--- src/rtl/dp_share_arbiter_if.sv ---
// Requester-side handshake bundle for dp_share_arbiter.
// The arbiter uses the slave modport; requester logic uses the master modport.
interface dp_share_arbiter_if;
   logic [1:0]  req_valid;
   logic [1:0]  req_ready;
   logic [9:0]  req_A0;
   logic [8:0]  req_C0;
   logic [9:0]  req_A1;
   logic [8:0]  req_C1;
   logic [1:0]  rsp_valid;
   logic [10:0] rsp_data;

   modport master (
      output req_valid, req_A0, req_C0, req_A1, req_C1,
      input  req_ready, rsp_valid, rsp_data
   );

   modport slave (
      input  req_valid, req_A0, req_C0, req_A1, req_C1,
      output req_ready, rsp_valid, rsp_data
   );
endinterface

--- src/rtl/dp_share_arbiter.sv ---
// Round-robin owner of a shared fixed-latency datapath; one operation in flight.
// Optional DP_ARB_STATS_EN adds saturating per-requester accept counters.
module dp_share_arbiter #(
   parameter int unsigned LAT    = 2,
   parameter logic [8:0]  PARK_C = 9'd0
) (
   input  logic                clk,
   input  logic                rst,
   dp_share_arbiter_if.slave   bus,
   output logic [9:0]          dp_A,
   output logic [8:0]          dp_C,
   input  logic [10:0]         dp_out,
   output logic                busy
`ifdef DP_ARB_STATS_EN
   ,
   output logic [15:0]         gnt_cnt0,
   output logic [15:0]         gnt_cnt1
`endif
);

   typedef enum logic [1:0] {StIdle, StBusy, StResp} state_e;

   state_e      state_q, state_d;
   logic [3:0]  cnt_q, cnt_d;
   logic        owner_q, owner_d;
   logic        last_gnt_q, last_gnt_d;
   logic [9:0]  dp_a_q, dp_a_d;
   logic [8:0]  dp_c_q, dp_c_d;
   logic [10:0] rsp_data_q, rsp_data_d;
   logic        gnt;
   logic        accept;

   // Contested cycles alternate; an uncontested requester simply wins.
   assign gnt    = (bus.req_valid == 2'b11) ? ~last_gnt_q : bus.req_valid[1];
   assign accept = (state_q == StIdle) && (bus.req_valid != 2'b00);

   always_comb begin
      state_d       = state_q;
      cnt_d         = cnt_q;
      owner_d       = owner_q;
      last_gnt_d    = last_gnt_q;
      dp_a_d        = dp_a_q;
      dp_c_d        = dp_c_q;
      rsp_data_d    = rsp_data_q;
      bus.req_ready = 2'b00;
      unique case (state_q)
         StIdle: begin
            bus.req_ready[gnt] = bus.req_valid[gnt];
            if (accept) begin
               dp_a_d     = gnt ? bus.req_A1 : bus.req_A0;
               dp_c_d     = gnt ? bus.req_C1 : bus.req_C0;
               cnt_d      = 4'(LAT);
               owner_d    = gnt;
               last_gnt_d = gnt;
               state_d    = StBusy;
            end
         end
         StBusy: begin
            cnt_d = cnt_q - 4'd1;
            if (cnt_q == 4'd1) begin
               rsp_data_d = dp_out;
               // Park C so the datapath idles on its default branch during RESP.
               dp_c_d     = PARK_C;
               state_d    = StResp;
            end
         end
         StResp: begin
            state_d = StIdle;
         end
         default: begin
            state_d = StIdle;
         end
      endcase
   end

   always_ff @(posedge clk or posedge rst) begin
      if (rst) begin
         state_q    <= StIdle;
         cnt_q      <= 4'd0;
         owner_q    <= 1'b0;
         last_gnt_q <= 1'b1;
         dp_a_q     <= 10'd0;
         dp_c_q     <= PARK_C;
         rsp_data_q <= 11'd0;
      end else begin
         state_q    <= state_d;
         cnt_q      <= cnt_d;
         owner_q    <= owner_d;
         last_gnt_q <= last_gnt_d;
         dp_a_q     <= dp_a_d;
         dp_c_q     <= dp_c_d;
         rsp_data_q <= rsp_data_d;
      end
   end

   always_comb begin
      bus.rsp_valid = 2'b00;
      if (state_q == StResp) begin
         bus.rsp_valid[owner_q] = 1'b1;
      end
   end

   assign bus.rsp_data = rsp_data_q;
   assign dp_A         = dp_a_q;
   assign dp_C         = dp_c_q;
   assign busy         = (state_q != StIdle);

`ifdef DP_ARB_STATS_EN
   logic [15:0] gnt_cnt0_q, gnt_cnt1_q;

   always_ff @(posedge clk or posedge rst) begin
      if (rst) begin
         gnt_cnt0_q <= 16'd0;
         gnt_cnt1_q <= 16'd0;
      end else if (accept) begin
         if (!gnt && gnt_cnt0_q != 16'hFFFF) gnt_cnt0_q <= gnt_cnt0_q + 16'd1;
         if (gnt && gnt_cnt1_q != 16'hFFFF)  gnt_cnt1_q <= gnt_cnt1_q + 16'd1;
      end
   end

   assign gnt_cnt0 = gnt_cnt0_q;
   assign gnt_cnt1 = gnt_cnt1_q;
`endif

endmodule

--- src/flat_wrapper.sv ---
// flat-port wrapper written by rule: the top's interface ports become plain ports
module dp_share_arbiter_flat 
#(
   parameter int unsigned LAT    = 2,
   parameter logic [8:0]  PARK_C = 9'd0
)
  (clk, rst, dp_A, dp_C, dp_out, busy, bus_req_valid, bus_req_A0, bus_req_C0, bus_req_A1, bus_req_C1, bus_req_ready, bus_rsp_valid, bus_rsp_data);
  dp_share_arbiter_if bus_i ();
  input  logic clk;
  input  logic rst;
  output logic [9:0] dp_A;
  output logic [8:0] dp_C;
  input  logic [10:0] dp_out;
  output logic busy;
  input wire logic [$bits(bus_i.req_valid)-1:0] bus_req_valid;
  input wire logic [$bits(bus_i.req_A0)-1:0] bus_req_A0;
  input wire logic [$bits(bus_i.req_C0)-1:0] bus_req_C0;
  input wire logic [$bits(bus_i.req_A1)-1:0] bus_req_A1;
  input wire logic [$bits(bus_i.req_C1)-1:0] bus_req_C1;
  output wire logic [$bits(bus_i.req_ready)-1:0] bus_req_ready;
  output wire logic [$bits(bus_i.rsp_valid)-1:0] bus_rsp_valid;
  output wire logic [$bits(bus_i.rsp_data)-1:0] bus_rsp_data;
  assign bus_i.req_valid = bus_req_valid;
  assign bus_i.req_A0 = bus_req_A0;
  assign bus_i.req_C0 = bus_req_C0;
  assign bus_i.req_A1 = bus_req_A1;
  assign bus_i.req_C1 = bus_req_C1;
  assign bus_req_ready = bus_i.req_ready;
  assign bus_rsp_valid = bus_i.rsp_valid;
  assign bus_rsp_data = bus_i.rsp_data;
  dp_share_arbiter #(.LAT(LAT), .PARK_C(PARK_C)) u_core (.clk(clk), .rst(rst), .bus(bus_i), .dp_A(dp_A), .dp_C(dp_C), .dp_out(dp_out), .busy(busy));
endmodule
--- config.mk ---
export PLATFORM = sky130hd
export DESIGN_NAME = dp_share_arbiter_flat
export DESIGN_NICKNAME = d
export VERILOG_FILES = /design/src/rtl/dp_share_arbiter_if.sv /design/src/rtl/dp_share_arbiter.sv /design/src/flat_wrapper.sv
export SDC_FILE = /design/constraint.sdc
export NUM_CORES = 1
export LEC_CHECK = 0
export ABC_AREA = 1
export ABC_CLOCK_PERIOD_IN_PS = 3120
export CAP_MARGIN = 5
export CORE_MARGIN = 4
export CORE_UTILIZATION = 45
export DETAILED_ROUTE_END_ITERATION = 12
export GPL_TIMING_DRIVEN = 0
export PLACE_DENSITY = 0.86
export SLEW_MARGIN = 0
export SYNTH_ARGS = -nofsm -noshare
export SYNTH_HDL_FRONTEND = slang
export SYNTH_SLANG_ARGS = --single-unit
--- constraint.sdc ---
create_clock -name clk -period 3.12 [get_ports clk]
set_clock_uncertainty 0.2 [all_clocks]
set_input_delay 0.468 -clock clk [delete_from_list [all_inputs] [get_ports clk]]
set_output_delay 0.468 -clock clk [all_outputs]
set_load 0.005 [all_outputs]
# Word level (Yosys, flattened, before mapping)
# Index checks and enable logic that the tools add are counted.
[word_totals] register_bits=38 latch_bits=0 ramBits=0 rom_bits=0 in_bits=53 elab_cells=51 mem_count=0
[op_classes] addsub=1 n_mul=0 div_mod_pow=0 n_lt_le_gt_ge=4 n_eq_ne=6 shift=0 muxes=19 bitwise=2 reduce_logical=12
[op_table] op="9-bit two-way mux" count=3
[op_table] op="9-bit one-hot mux with 2 select lines" count=1
[op_table] op="10-bit two-way mux" count=1
[op_table] op="2-bit two-way mux" count=4
[op_table] op="4-bit one-hot mux with 2 select lines" count=1
[op_table] op="2-bit AND reduction" count=4
[op_table] op="2-bit nonzero test" count=3
[op_table] op="1-bit two-way mux" count=5
[op_table] op="2-bit == test, second input constant" count=2
[op_table] op="4-bit by 1-bit == test with 1-bit output, second input constant" count=1
[op_table] op="1-bit by 2-bit less-than comparator with 1-bit output, second input constant" count=2
[op_table] op="4-bit two-way mux" count=1
[op_table] op="2-bit by 1-bit inequality test with 1-bit output, second input constant" count=2
[op_table] op="2-bit one-hot mux with 2 select lines" count=1
[op_table] op="4-bit by 1-bit subtractor with 4-bit output, second input constant" count=1
[op_table] op="1-bit logical AND" count=3
[op_table] op="3-bit AND reduction" count=1
[op_table] op="2-bit bitwise AND" count=1
[op_table] op="1-bit demux with 1-bit select" count=2
[op_table] op="2-bit by 1-bit == test with 1-bit output, second input constant" count=1
[op_table] op="1-bit greater-or-equal comparator, second input constant" count=2
[op_table] op="2-bit logical NOT" count=1
[op_table] op="1-bit inverter" count=1

# Longest topological paths before layout
[depth] depth_word=8 mapped_depth=7 depth_no_buf=6

# Worst setup path after synthesis
# OpenSTA, ideal clock, no wires.
[synth_timing] kind="reg-to-output" start="register u_core.last_gnt_q" end="output port bus_req_ready[1]" arrival_time_ps=976 t_required_ps=2452 path_slack_ps=1476 stages_incl_launch_ff=7 path_buffers=1 path_cell_list="dfstp_2 -> nand2_1 -> nand2_1 -> buf_2 -> inv_1 -> nand2_1 -> inv_1"
[synth_via] elab_chain_len=8 word_cells_on_any_way=11 classes_between="order compare: 2; mux: 6; bitwise: 2; reduce/logical: 1"
[synth_rtl] item="start, declared" line="dp_share_arbiter.sv:26" rtl="logic last_gnt_q, last_gnt_d;"
[synth_rtl] item="start signal, assigned" line="dp_share_arbiter.sv:89" rtl="last_gnt_q <= last_gnt_d;"
[synth_rtl] item="1-bit inverter (*)" line="dp_share_arbiter.sv:34" rtl="assign gnt = (bus.req_valid == 2'b11) ? ~last_gnt_q : bus.req_valid[1];"
[synth_rtl] item="1-bit two-way mux (*)" line="dp_share_arbiter.sv:34"
[synth_rtl] item="1-bit by 2-bit less-than comparator with 1-bit output (not written as such) / 1-bit greater-or-equal comparator (equally long branches)" line="dp_share_arbiter.sv:48" rtl="bus.req_ready[gnt] = bus.req_valid[gnt];"
[synth_rtl] item="1-bit logical AND (not written as such)" line="dp_share_arbiter.sv:48"
[synth_rtl] item="1-bit two-way mux (not written as such)" line="dp_share_arbiter.sv:48"
[synth_rtl] item="1-bit demux with 1-bit select"
[synth_rtl] item="2-bit bitwise AND (no line) (*)"
[synth_rtl] item="2-bit two-way mux (*)" line="dp_share_arbiter.sv:46" rtl="unique case (state_q)"
[synth_rtl] item="end, declared" line="flat_wrapper.sv:20" rtl="output wire logic [$bits(bus_i.req_ready)-1:0] bus_req_ready;"
# Mark *: on every way between the ends. The rest lies on a longest branch, timed or not. The select of a mux whose other input is x is not followed.

# Worst setup path after layout
[layout_timing] start="input port bus_req_valid[0]" end="output port bus_req_ready[0]"
[layout_via] elab_chain_len=8 word_cells_on_any_way=11 classes_between="order compare: 2; eq/ne: 1; mux: 6; bitwise: 1; reduce/logical: 1"
[layout_rtl] item="start, declared" line="flat_wrapper.sv:15" rtl="input wire logic [$bits(bus_i.req_valid)-1:0] bus_req_valid;"
[layout_rtl] item="2-bit == test" line="dp_share_arbiter.sv:34"
[layout_rtl] item="1-bit two-way mux" line="dp_share_arbiter.sv:34"
[layout_rtl] item="1-bit by 2-bit less-than comparator with 1-bit output (not written as such) / 1-bit greater-or-equal comparator (equally long branches)" line="dp_share_arbiter.sv:48"
[layout_rtl] item="1-bit logical AND (not written as such)" line="dp_share_arbiter.sv:48"
[layout_rtl] item="1-bit two-way mux (not written as such)" line="dp_share_arbiter.sv:48"
[layout_rtl] item="1-bit demux with 1-bit select"
[layout_rtl] item="2-bit bitwise AND (no line) (*)"
[layout_rtl] item="2-bit two-way mux (*)" line="dp_share_arbiter.sv:46"
# Marks and branches as above.

==> summary.txt <==
Detailed routing
  • Routed vias: 1896
  • Via density: 4.79
  • WL final: approximately 5300 um
  • Per-cell routed wire length: 13.5 um
  • Pre-Repair DR Iteration Count: 4
  • DRC Markers: 0
  • ANT nets after route: 0
  • DRT iter0 DRCs: 82

STA
  • WHS: 0.271 ns
  • Setup TNS: 0 ns
  • Max Slew Vio Count: 0
  • Slew HR: 48.0%
  • Post-route clock period utilization: 88.5%
  • RSZ-0062 raised after global routing: false
  • Max frequency: 0.362 GHz
  • Worst-Margin Slew: 0.779 ns
  • Final setup fails: 0
  • Final Hold Vio Count: 0
  • Period minus WS final: 2.76 ns

Worst setup path
  • Worst Path Max Fanout: 10
  • Worst EP required: 2.45 ns
  • Flop2flop setup slack: 1.49 ns
  • Startpoint Class: input pin
  • R2r endpoint: u_core.dp_A[6]
  • WS Path Type: input pin to primary output
  • CP Launch Point: bus_req_valid[0]
  • Worst setup path endpoint: bus_req_ready[0]
  • Critical path endpoint category: primary output
  • Worst r2r src: u_core.last_gnt_q
  • Reg2reg path depth: 6
  • Critical Path AT: ~2.1 ns

Global route
  • Initial antenna violation count: 0
  • Largest net degree at the start of global routing: 39
  • Met2 Usage GRT: 37.4%
  • Met3 global-route usage: 6.02%
  • Grt peak-use layer: met2
  • GRT overflow: 0
  • Vias in the first global route: around 2000
  • Gr usage total: a little over a fifth
  • Grt met1 use: 25.8%
  • First-pass GRT wire length: roughly 9000 um

Clocking
  • H-tree depth: 2
  • Post_cts resized: 0
  • TritonCTS Buffers: 5
  • Skew-Pair Late Insertion Delay: 0.29 ns
  • Clk slew on worst S/H paths: approximately 0.080 ns
  • Clk sinks: 38
  • CTS tree: done
  • Root Driver: clkbuf_8
  • Setup Fix Bufs, Post-CTS: 0
  • Cts hold-fix bufs: 0
  • Max clock buf depth: 2

Yosys
  • Mapped Area: 1940 um^2
  • Syn nets: 306
  • Number of synthesized register bits: 38
  • Seq/Total Area, Yosys: between 40% and 50%
  • Avg Cell Area, Syn: a little under 8 um^2
  • Area fraction of the dominant cell type after synthesis: 47.6%
  • Syn Inst Count: 251
  • Yosys cell types: 19
  • Leading area contributor after synthesis: dfrtp_1
  • Synth top area cells: dfrtp_1 48%, nand2_1 19%, nand3_1 8.2%, nand3b_1 7.3%, inv_1 5.4%
  • Yosys Warn Count: 0

Min path
  • HP Class: register to register
  • HP Start: u_core.last_gnt_q
  • Hold Path Depth: 2

Floorplan
  • I/O pin cnt: 88
  • Row count: 23
  • Die area: around 5400 um^2
  • Initial Util: ~48%
  • Die H: 73.7 um
  • Core footprint: 4090 um^2
  • Die Width: 73.7 um

Pwr
  • P per Cell Area: 825 nW/um^2
  • Worst VDD drop: 520 uV
  • Leak pwr: 1.50 nW

Place
  • Placed insts: a little under 400
  • DPL Wire Length: 4050 um
  • GP Congestion: 0.792
  • Buffers on Ports: between 80 and 90
  • Placement Cell Area: 2880 um^2

Cells and area
  • Commonest non-fill, non-tap cell in the layout: nand2_1
  • Area grow syn2layout: 52.7%
  • Ant. Diodes: 0
  • Most frequent cells in the layout: 99 x nand2_1, 87 x clkdlybuf4s50_1, 37 x dfrtp_1
  • Non-Filler Instances: 396
  • Post-layout util: 72.7%
  • Fraction of layout cells with a size suffix above 1: 7.80%
  • # fillers: 320
  • Nets: 400
  • Finished Cell Area: roughly 3000 um^2

Flow run
  • Max-cap violation count: 0

Status
  • Status: completed
registers in the layout (all words and copies together), names as in the netlist:
name                 cells
u_core.bus.rsp_data     11
u_core.dp_A             10
u_core.dp_C              9
u_core.cnt_q             4
u_core.state_q           2
u_core.last_gnt_q        1
u_core.owner_q           1
critical path, cell delays in order:
cell	delay (ns)
clkdlybuf4s50_1	0.52
nand2_1	0.08
nand2_1	0.07
buf_2	0.21
inv_1	0.09
nor2_1	0.12
clkdlybuf4s50_1	0.53
power by group:
| group | leakage (nW) | internal (mW) | switching (mW) |
|---|---|---|---|
| logic | 0.985 | 0.656 | 0.554 |
| registers | 0.464 | 0.742 | 0.146 |
| clock network | 0.0482 | 0.178 | 0.173 |
logic make-up after synthesis:
logic type               synth area share [%]
adder cells (fa/ha/maj)                  1.29
AND/OR/NAND/NOR                          38.0
XOR/XNOR                                0.451
flip-flops                               49.0
buffers and inverters                    10.3
AO/OA/AOI/OAI                            1.03
metal layers:
| layer | vias to the layer above | part of all wire (%) |
|---|---|---|
| met3 | 2 | 6.3 |
| met1 | 882 | 42 |
| met5 | - | 0 |
| met2 | 52 | 51 |
| met4 | 0 | 0.43 |
| li1 | 960 | - |
worst min-delay path by stage:
stage	end
final	u_core.last_gnt_q
after global routing	u_core.last_gnt_q
after CTS	u_core.last_gnt_q
after detailed placement	u_core.last_gnt_q
after global placement	u_core.last_gnt_q
after floorplan	u_core.last_gnt_q
layout make-up:
type / count / area (um^2) / share of cell area [%]
Buffer: 13 / 83.8 / 2.82
Clock buffer: 7 / 86.3 / 2.91
Clock inverter: 1 / 5.00 / 0.169
Inverter: 31 / 116 / 3.92
Multi-Input combinational cell: 169 / 792 / 26.7
Sequential cell: 38 / 952 / 32.1
Tap cell: 50 / 62.6 / 2.11
Timing Repair Buffer: 87 / 871 / 29.3
stage by stage:
| step | setup WS [ns] | power [mW] |
|---|---|---|
| 2_1_floorplan | 1.48 | 1.47 |
| 3_3_place_gp | 0.364 | 2.07 |
| 3_5_place_dp | 0.374 | 2.12 |
| 4_1_cts | 0.355 | 2.47 |
| 5_1_grt | 0.244 | 2.67 |
| 6_report | 0.358 | 2.45 |
synth_stat cells, drive strengths merged:
library cell	instances
nand2	99
nand3	33
nor3	2
clkbuf	1
buf	12
nand3b	19
dfstp	1
dfrtp	37
xnor2	1
nor2	9
ha	2
inv	31
o21ai	4
No activity file was read; power rests on OpenSTA's default activity.
